File: config.mk
export PLATFORM = sky130hd
export DESIGN_NAME = handshake_tx
export DESIGN_NICKNAME = d
export VERILOG_FILES = /design/src/rtl/handshake_pkg.sv /design/src/rtl/handshake_sync.sv /design/src/rtl/handshake_tx.sv
export SDC_FILE = /design/constraint.sdc
export NUM_CORES = 1
export LEC_CHECK = 0
export ABC_AREA = 0
export BUFFER_PORTS_ARGS = -buffer_cell sky130_fd_sc_hd__buf_2
export CORE_ASPECT_RATIO = 2
export CORE_MARGIN = 2
export CORE_UTILIZATION = 25
export CTS_BUF_LIST = sky130_fd_sc_hd__clkbuf_8
export DETAILED_ROUTE_END_ITERATION = 8
export PLACE_DENSITY = 0.48
export SLEW_MARGIN = 25
export SYNTH_ARGS = -nofsm -noshare
export SYNTH_HDL_FRONTEND = slang
export SYNTH_SLANG_ARGS = --single-unit
File: constraint.sdc
create_clock -name clk -period 7.1 [get_ports clk]
set_clock_uncertainty 0.1 [all_clocks]
set_input_delay 0.71 -clock clk [delete_from_list [all_inputs] [get_ports clk]]
set_output_delay 0.71 -clock clk [all_outputs]
set_load 0.02 [all_outputs]
File: src/rtl/handshake_pkg.sv
// handshake_pkg: types and defaults shared by the handshake pipeline blocks.
// Holds the 4-phase producer FSM state encoding and the default depth of
// the acknowledge synchronizer.

package handshake_pkg;

  // 4-phase producer states: wait for data, hold data before request,
  // request high awaiting ack, request low awaiting ack release
  typedef enum logic [1:0] {
    IDLE   = 2'd0,
    SETUP  = 2'd1,
    REQ_HI = 2'd2,
    REQ_LO = 2'd3
  } hs_state_t;

  localparam int DEFAULT_SYNC_STAGES = 2;

endpackage

File: src/rtl/handshake_sync.sv
// handshake_sync: plain flop-chain synchronizer for a single asynchronous bit.
// The chain clears to 0 under the asynchronous active-low reset.

module handshake_sync
  import handshake_pkg::*;
#(
  parameter int STAGES = DEFAULT_SYNC_STAGES
) (
  input  logic clk,
  input  logic reset,
  input  logic d,
  output logic q
);

  logic [STAGES-1:0] chain;

  // Shift the asynchronous input through STAGES flops; the last flop is the
  // only one the rest of the design may look at
  always_ff @(posedge clk or negedge reset) begin
    if (!reset) begin
      chain <= '0;
    end else begin
      chain <= {chain[STAGES-2:0], d};
    end
  end

  assign q = chain[STAGES-1];

endmodule

File: src/rtl/handshake_tx.sv
// handshake_tx: clocked producer feeding the 4-phase bundled-data pipeline.
// Words arrive on a valid/ready port into a small FIFO and leave one at a
// time on request/out_data, completing on the synchronized ack.
// Optional feature: define HANDSHAKE_TX_TIMEOUT_EN to abort a handshake
// phase that lasts TIMEOUT cycles and raise the sticky err flag.

module handshake_tx
  import handshake_pkg::*;
#(
  parameter int DATA_W      = 8,
  parameter int DEPTH       = 4,
  parameter int SYNC_STAGES = DEFAULT_SYNC_STAGES,
  parameter int SETUP_CYC   = 1,
  parameter int TIMEOUT     = 255
) (
  input  logic              clk,
  input  logic              reset,
  input  logic              in_valid,
  output logic              in_ready,
  input  logic [DATA_W-1:0] in_data,
  output logic              request,
  input  logic              ack,
  output logic [DATA_W-1:0] out_data,
  output logic              busy,
  output logic              err
);

  localparam int PTR_W   = $clog2(DEPTH);
  localparam int CNT_W   = PTR_W + 1;
  localparam int SETUP_W = $clog2(SETUP_CYC + 1);

  logic [DATA_W-1:0]  mem [DEPTH];
  logic [PTR_W-1:0]   wr_ptr;
  logic [PTR_W-1:0]   rd_ptr;
  logic [CNT_W-1:0]   count;
  logic               fifo_empty;
  logic               fifo_full;
  logic               push;
  logic               pop;

  hs_state_t          state;
  hs_state_t          state_nxt;
  logic [SETUP_W-1:0] setup_cnt;
  logic [SETUP_W-1:0] setup_cnt_nxt;
  logic               request_nxt;
  logic               ack_s;
  logic               timeout_hit;

  assign fifo_empty = (count == '0);
  assign fifo_full  = (count == CNT_W'(DEPTH));
  assign in_ready   = !fifo_full;
  assign push       = in_valid && in_ready;
  assign busy       = (state != IDLE) || !fifo_empty;

  handshake_sync #(
    .STAGES (SYNC_STAGES)
  ) u_ack_sync (
    .clk   (clk),
    .reset (reset),
    .d     (ack),
    .q     (ack_s)
  );

  // FIFO storage needs no reset; occupancy is tracked by count alone
  always_ff @(posedge clk) begin
    if (push) begin
      mem[wr_ptr] <= in_data;
    end
  end

  // FIFO pointers and occupancy; a same-edge push and pop leave count alone
  always_ff @(posedge clk or negedge reset) begin
    if (!reset) begin
      wr_ptr <= '0;
      rd_ptr <= '0;
      count  <= '0;
    end else begin
      if (push) begin
        wr_ptr <= wr_ptr + 1'b1;
      end
      if (pop) begin
        rd_ptr <= rd_ptr + 1'b1;
      end
      case ({push, pop})
        2'b10:   count <= count + 1'b1;
        2'b01:   count <= count - 1'b1;
        default: count <= count;
      endcase
    end
  end

  // The bundled data register only loads when a word leaves the FIFO, which
  // is always the SETUP entry edge, so it is stable for the whole handshake
  always_ff @(posedge clk or negedge reset) begin
    if (!reset) begin
      out_data <= '0;
    end else if (pop) begin
      out_data <= mem[rd_ptr];
    end
  end

`ifdef HANDSHAKE_TX_TIMEOUT_EN
  localparam int PHASE_W = $clog2(TIMEOUT + 1);

  logic [PHASE_W-1:0] phase_cnt;
  logic               err_q;

  // Abort a phase whose ack transition has not arrived after TIMEOUT cycles
  assign timeout_hit = (phase_cnt == PHASE_W'(TIMEOUT - 1)) &&
                       (((state == REQ_HI) && !ack_s) ||
                        ((state == REQ_LO) &&  ack_s));

  // Count cycles spent in the current REQ_HI/REQ_LO phase, restarting on entry
  always_ff @(posedge clk or negedge reset) begin
    if (!reset) begin
      phase_cnt <= '0;
    end else if ((state_nxt != state) ||
                 ((state != REQ_HI) && (state != REQ_LO))) begin
      phase_cnt <= '0;
    end else begin
      phase_cnt <= phase_cnt + 1'b1;
    end
  end

  // Sticky error flag, only cleared by reset
  always_ff @(posedge clk or negedge reset) begin
    if (!reset) begin
      err_q <= 1'b0;
    end else if (timeout_hit) begin
      err_q <= 1'b1;
    end
  end

  assign err = err_q;
`else
  logic unused_timeout;

  assign timeout_hit    = 1'b0;
  assign err            = 1'b0;
  // TIMEOUT only matters when the abort logic is built in
  assign unused_timeout = (TIMEOUT > 0);
`endif

  // FSM state, setup counter and the registered request line
  always_ff @(posedge clk or negedge reset) begin
    if (!reset) begin
      state     <= IDLE;
      setup_cnt <= '0;
      request   <= 1'b0;
    end else begin
      state     <= state_nxt;
      setup_cnt <= setup_cnt_nxt;
      request   <= request_nxt;
    end
  end

  // Next-state logic: a word is popped on SETUP entry, request rises after
  // SETUP_CYC cycles and falls on ack, and the return-to-zero phase either
  // chains straight into the next word or drops back to IDLE
  always_comb begin
    state_nxt     = state;
    setup_cnt_nxt = setup_cnt;
    request_nxt   = request;
    pop           = 1'b0;
    case (state)
      IDLE: begin
        if (!fifo_empty) begin
          state_nxt     = SETUP;
          setup_cnt_nxt = '0;
          pop           = 1'b1;
        end
      end
      SETUP: begin
        if (setup_cnt == SETUP_W'(SETUP_CYC - 1)) begin
          state_nxt   = REQ_HI;
          request_nxt = 1'b1;
        end else begin
          setup_cnt_nxt = setup_cnt + 1'b1;
        end
      end
      REQ_HI: begin
        if (ack_s) begin
          state_nxt   = REQ_LO;
          request_nxt = 1'b0;
        end else if (timeout_hit) begin
          state_nxt   = IDLE;
          request_nxt = 1'b0;
        end
      end
      REQ_LO: begin
        if (!ack_s) begin
          if (!fifo_empty) begin
            state_nxt     = SETUP;
            setup_cnt_nxt = '0;
            pop           = 1'b1;
          end else begin
            state_nxt = IDLE;
          end
        end else if (timeout_hit) begin
          state_nxt   = IDLE;
          request_nxt = 1'b0;
        end
      end
      default: begin
        state_nxt   = IDLE;
        request_nxt = 1'b0;
      end
    endcase
  end

endmodule
Word level (Yosys, flattened, before mapping)
Memories as Yosys holds them, arrays and structs flattened. A register that Yosys moved wholly into a read port is not among the register bits. Index checks and enable logic that the tools add are counted.

Register bits after elaboration: 13. RAM bits: 32. Input bits: 12. Word-level logic and storage cells: 56. Memories kept: 1.

Memories: mem (words 4, width 8, read ports 1, clocked after Yosys merged registers in 1, wr ports 1, line handshake_tx.sv:32) `logic [DATA_W-1:0] mem [DEPTH];`.

Add/subtract/negate cells: 5. Eq/ne operators: 10. Mux-type cells: 19. Reductions and logical operators: 14.

Operator list (count): $mux 1 (10); $mux 2 (4); $pmux 2 s4 (1); $eq 2x2->1 const B (3); $ne 2x2->1 const B (3); $pmux 3 s2 (1); $reduce_bool 2->1 (3); $add 2x1->2 const B (2); $eq 2x1->1 const B (2); $pmux 1 s2 (2); $reduce_and 4->1 (1); $add 3x1->3 const B (1); $eq 3x3->1 const B (1); $logic_not 1->1 (3); $logic_not 3->1 (1); $pmux 1 s3 (1); $reduce_and 3->1 (1); $reduce_bool 3->1 (1); $sub 3x1->3 const B (1); $logic_not 2->1 (1); $ne 2x1->1 const B (1); $reduce_and 2->1 (1); $add 1x1->1 const B (1); $logic_and 1x1->1 (1); $logic_or 1x1->1 (1).

Logic depth before layout (Yosys ltp)
Depth in word-level cells: 6. Mapped depth: 11. Gate-level depth less buffers: 10.

Cells and area by module
A second synthesis with hierarchy kept.

Cells, all modules: 132. Area total of the unflattened synthesis: 2282.2 µm².

Modules (own cells, without submodules): handshake_tx (instances 1, cells an instance 130, area an instance 2232.1 µm², seq. area each 1436.4 µm²); handshake_sync (instances 1, cells an instance 2, area an instance 50.0 µm², seq. area each 50.0 µm²).

Worst setup path before layout
Ideal clock, no wire load.

Path type: register -> register. From: register state[0]. To: register count[2]. Setup time: 0.079 ns. Arrival: 2.193 ns. Data required time: 6.921 ns. Slack: 4.728 ns. Cell stages (with the launch flop): 11. Buffers on the path: 1. Path through: dfrtp_1 > inv_1 > ha_1 > a211oi_4 > buf_6 > ha_1 > inv_1 > fa_1 > xor2_1 > nor2_1 > xor2_1.

Cells in the longest elaborated chain, start to end: 4. Elaborated cells on any way between the ends: 7. Classes of those cells: eq/ne (3); mux (2); reduce/logical (2).

Ends and longest elaborated chain: start: declaration (line handshake_tx.sv:41) `hs_state_t state;`; start signal: assignment (line handshake_tx.sv:151) `state <= state_nxt;`; $eq 2x2->1 or $logic_not 2->1 (tied branches) (line handshake_tx.sv:165) `case (state)`; $pmux 1 s2 * (line handshake_tx.sv:165); net pop (line handshake_tx.sv:39) `logic pop;`; $eq 2x1->1 or $eq 2x2->1 (tied branches) (line handshake_tx.sv:84) `case ({push, pop})`; $pmux 3 s2 or $reduce_bool 2->1 (tied branches); end signal: assignment (line handshake_tx.sv:85) `2'b10: count <= count + 1'b1;`; end signal: assignment (line handshake_tx.sv:86) `2'b01: count <= count - 1'b1;`; end signal: assignment (line handshake_tx.sv:87) `default: count <= count;`; end: declaration (line handshake_tx.sv:35) `logic [CNT_W-1:0] count;`.

Mark *: on every way through the listed nets, which the timed path passes. The rest lies on a longest branch. A chain may end at the register's enable or synchronous reset.

Final worst setup path
From: register state[0]. To: register count[2].

Cells in the longest elaborated chain, start to end: 4. Elaborated cells on any way between the ends: 7. Classes of those cells: eq/ne (3); mux (2); reduce/logical (2).

Ends and longest elaborated chain (line): $eq 2x2->1 or $logic_not 2->1 (tied branches) (handshake_tx.sv:165); $pmux 1 s2 * (handshake_tx.sv:165); $eq 2x1->1 or $eq 2x2->1 (tied branches) (handshake_tx.sv:84); $pmux 3 s2 or $reduce_bool 2->1 (tied branches).

Mark *: on every way between the ends. The rest lies on a longest branch, timed or not.

==> metrics.yaml <==
status: "finished, final reports clean"
critPathKind: "reg -> reg"
maxSlewViolCount: 0
postCtsHoldBufs: 0
hpwl_um: 2900
numCtsBuffers: 5
overflow: 0
ys_ff_latch: 53
worstPathMaxFanout: 11
dieHeight_um: 139
drcViolationCount: 0
netlist.area_leader.share_pct: 42.0
ant_nets: 0
root_buffer: "clkbuf_8"
crit_path_end_kind: "register"
rsz0062_at_grt: "false"
syn-cell-area_mm2: 0.00229
die_x_um: 71.7
htree_num_levels: 2
postCtsResizedCells: 0
tightest_slew_ns: 0.792
clkSinkCount: 53
synth_fp_nets: 158
async_flop_share_pct: 39.6
totalWireLength_um: 3920
synth_cell_type_count: 29
core_area_mm2: 0.00895
whs_ns: 0.240
first_pass_iters: 4
io_pins: 24
seq_area_frac_synth_pct: 64.9
fin_util_pct: 29.1
setup-violations-final: 0
cp.arrival_ns: 3.03
gp_congestion: 0.716
reg2reg_depth: 10
holdCritPathClass: "in -> async"
avgSynthCellArea_um2: 17.1
clk_pin_slew_ns: 0.10
synth.area.top_cells: "edfxtp_1 (42%), dfrtp_1 (23%), mux4_2 (7.9%), ha_1 (6.0%), mux2_4 (5.2%)"
stdcell_area_mm2: 0.00261
leakagePower_nw: 1.05
synthFlopType: "edfxtp_1"
clk_latency_ns: 0.31
wire_per_inst_um: 14.9
max_freq_mhz: 346
grt_pass1_wl_um: 6420
io_buffers: 22
yosysTopAreaCell: "edfxtp_1"
grt_usage_pct: 8.80
vias: 1126
max-slew-margin-rel_pct: 47.1
routed_via_density: 4.30
cp-start-kind: "register"
fin_crit_sh_pct: 40.7
start_util_pct: 25.6
placed_area_mm2: 0.00249
synth_warnings: 0
cts.path.max_buffers: 2
grt_start_max_net_pins: 22
grt_pass1_vias: 1268
irDropWorstVdd_v: 0.000100
synth_most_common_cell: "edfxtp_1"
area_growth_pct: 13.8
cts_tree: "done"
maxCapViolCount: 0
dieArea_mm2: 0.00999
insertedDiodeCount: 0
rows: 49
fin_cells: 262
hold_viol: 0
antenna_found_initial: 0
finalSetupTns_ns: 0
drt_iter0_markers: 86
ys_top_cells_by_count: "edfxtp_1 (32), dfrtp_1 (21), ha_1 (11), inv_1 (10)"
synth_edf_count: 32
place_inst: 254
drive_gt1_share_pct: 31.9
cp.required_ns: 7.25
p_per_area_mw_per_mm2: 432
period_needed_ns: 2.89
nets: 183
cts_setup_buffers: 0
synth_cells: 134
## state kept, by name (all words and copies together) (netlist names)
signal and cells:
count 3, u_ack_sync.chain 2, mem 32, request 1, state 2, setup_cnt 1, wr_ptr 2, out_data 8
rd_ptr 2
## placed cells by master (no fill, tap or decap), types with 2 or more instances in the layout
cell type / Yosys / final
edfxtp_1: 32 / 32
buf_2: 0 / 22
dfrtp_1: 21 / 21
inv_1: 10 / 11
ha_1: 11 / 11
mux4_2: 8 / 8
mux2_4: 8 / 8
nand2_1: 6 / 6
clkbuf_8: 0 / 5
and3_1: 4 / 4
xnor2_1: 3 / 3
xor2_1: 3 / 3
a21oi_1: 3 / 3
o21ai_0: 3 / 3
nand3_1: 2 / 2
and2_1: 2 / 2
mux2i_1: 2 / 2
mux2_2: 2 / 2
## cell type report
cell class,count,area (µm²)
Fill cell,901,6350
Sequential cell,53,1490
Multi-Input combinational cell,67,732
Tap cell,102,128
Timing Repair Buffer,22,110
Clock buffer,5,68.8
Clock inverter,3,42.5
Inverter,10,37.5
## through the flow
step	power, mW	worst slack [ns]
2_1_floorplan	0.844	4.73
3_3_place_gp	0.946	4.23
3_5_place_dp	0.949	4.16
4_1_cts	1.16	4.14
5_1_grt	1.21	3.98
6_report	1.13	4.21
## per-layer routing
layer	up-vias	global-route usage, %	part of all wire (%)
met5	-	0	0
met2	17	15.7	57
met1	574	8.95	37
met4	0	4.77	2.8
met3	7	2.39	3.2
li1	528	-	-
## cell families after synthesis
kind of cell | share of synthesized area [%]
other | 0.164
adder cells (fa/ha/maj) | 6.89
AO/OA/AOI/OAI | 2.62
XOR/XNOR | 2.30
buffers and inverters | 3.11
flip-flops | 64.9
AND/OR/NAND/NOR | 5.03
multiplexers | 15.0
## power breakdown
part           internal, mW  switching, mW  total, mW
clock                 0.104         0.0989      0.203
combinational         0.218          0.206      0.424
sequential            0.425         0.0730      0.498
total                 0.747          0.378       1.13
## critical path: stages, from the launching register on
cell and delay, ns:
dfrtp_1 0.43, inv_1 0.16, ha_1 0.22, inv_1 0.08
a211oi_4 0.69, ha_1 0.31, inv_1 0.06, fa_1 0.37
xor2_1 0.15, nor2_1 0.11, xor2_1 0.15
## path summary, 6_finish.rpt
check                                          from                  end  slack, ns
worst max-delay path                       state[0]             count[2]       4.21
worst min register to register  u_ack_sync.chain[0]  u_ack_sync.chain[1]       0.24
min in group clk                u_ack_sync.chain[0]  u_ack_sync.chain[1]       0.24
max in group asynchronous                     reset            wr_ptr[0]       6.32
worst min-delay path                          reset            setup_cnt       0.24
worst max register to register             state[0]             count[2]       4.21
No activity file was read; power rests on OpenSTA's default activity.
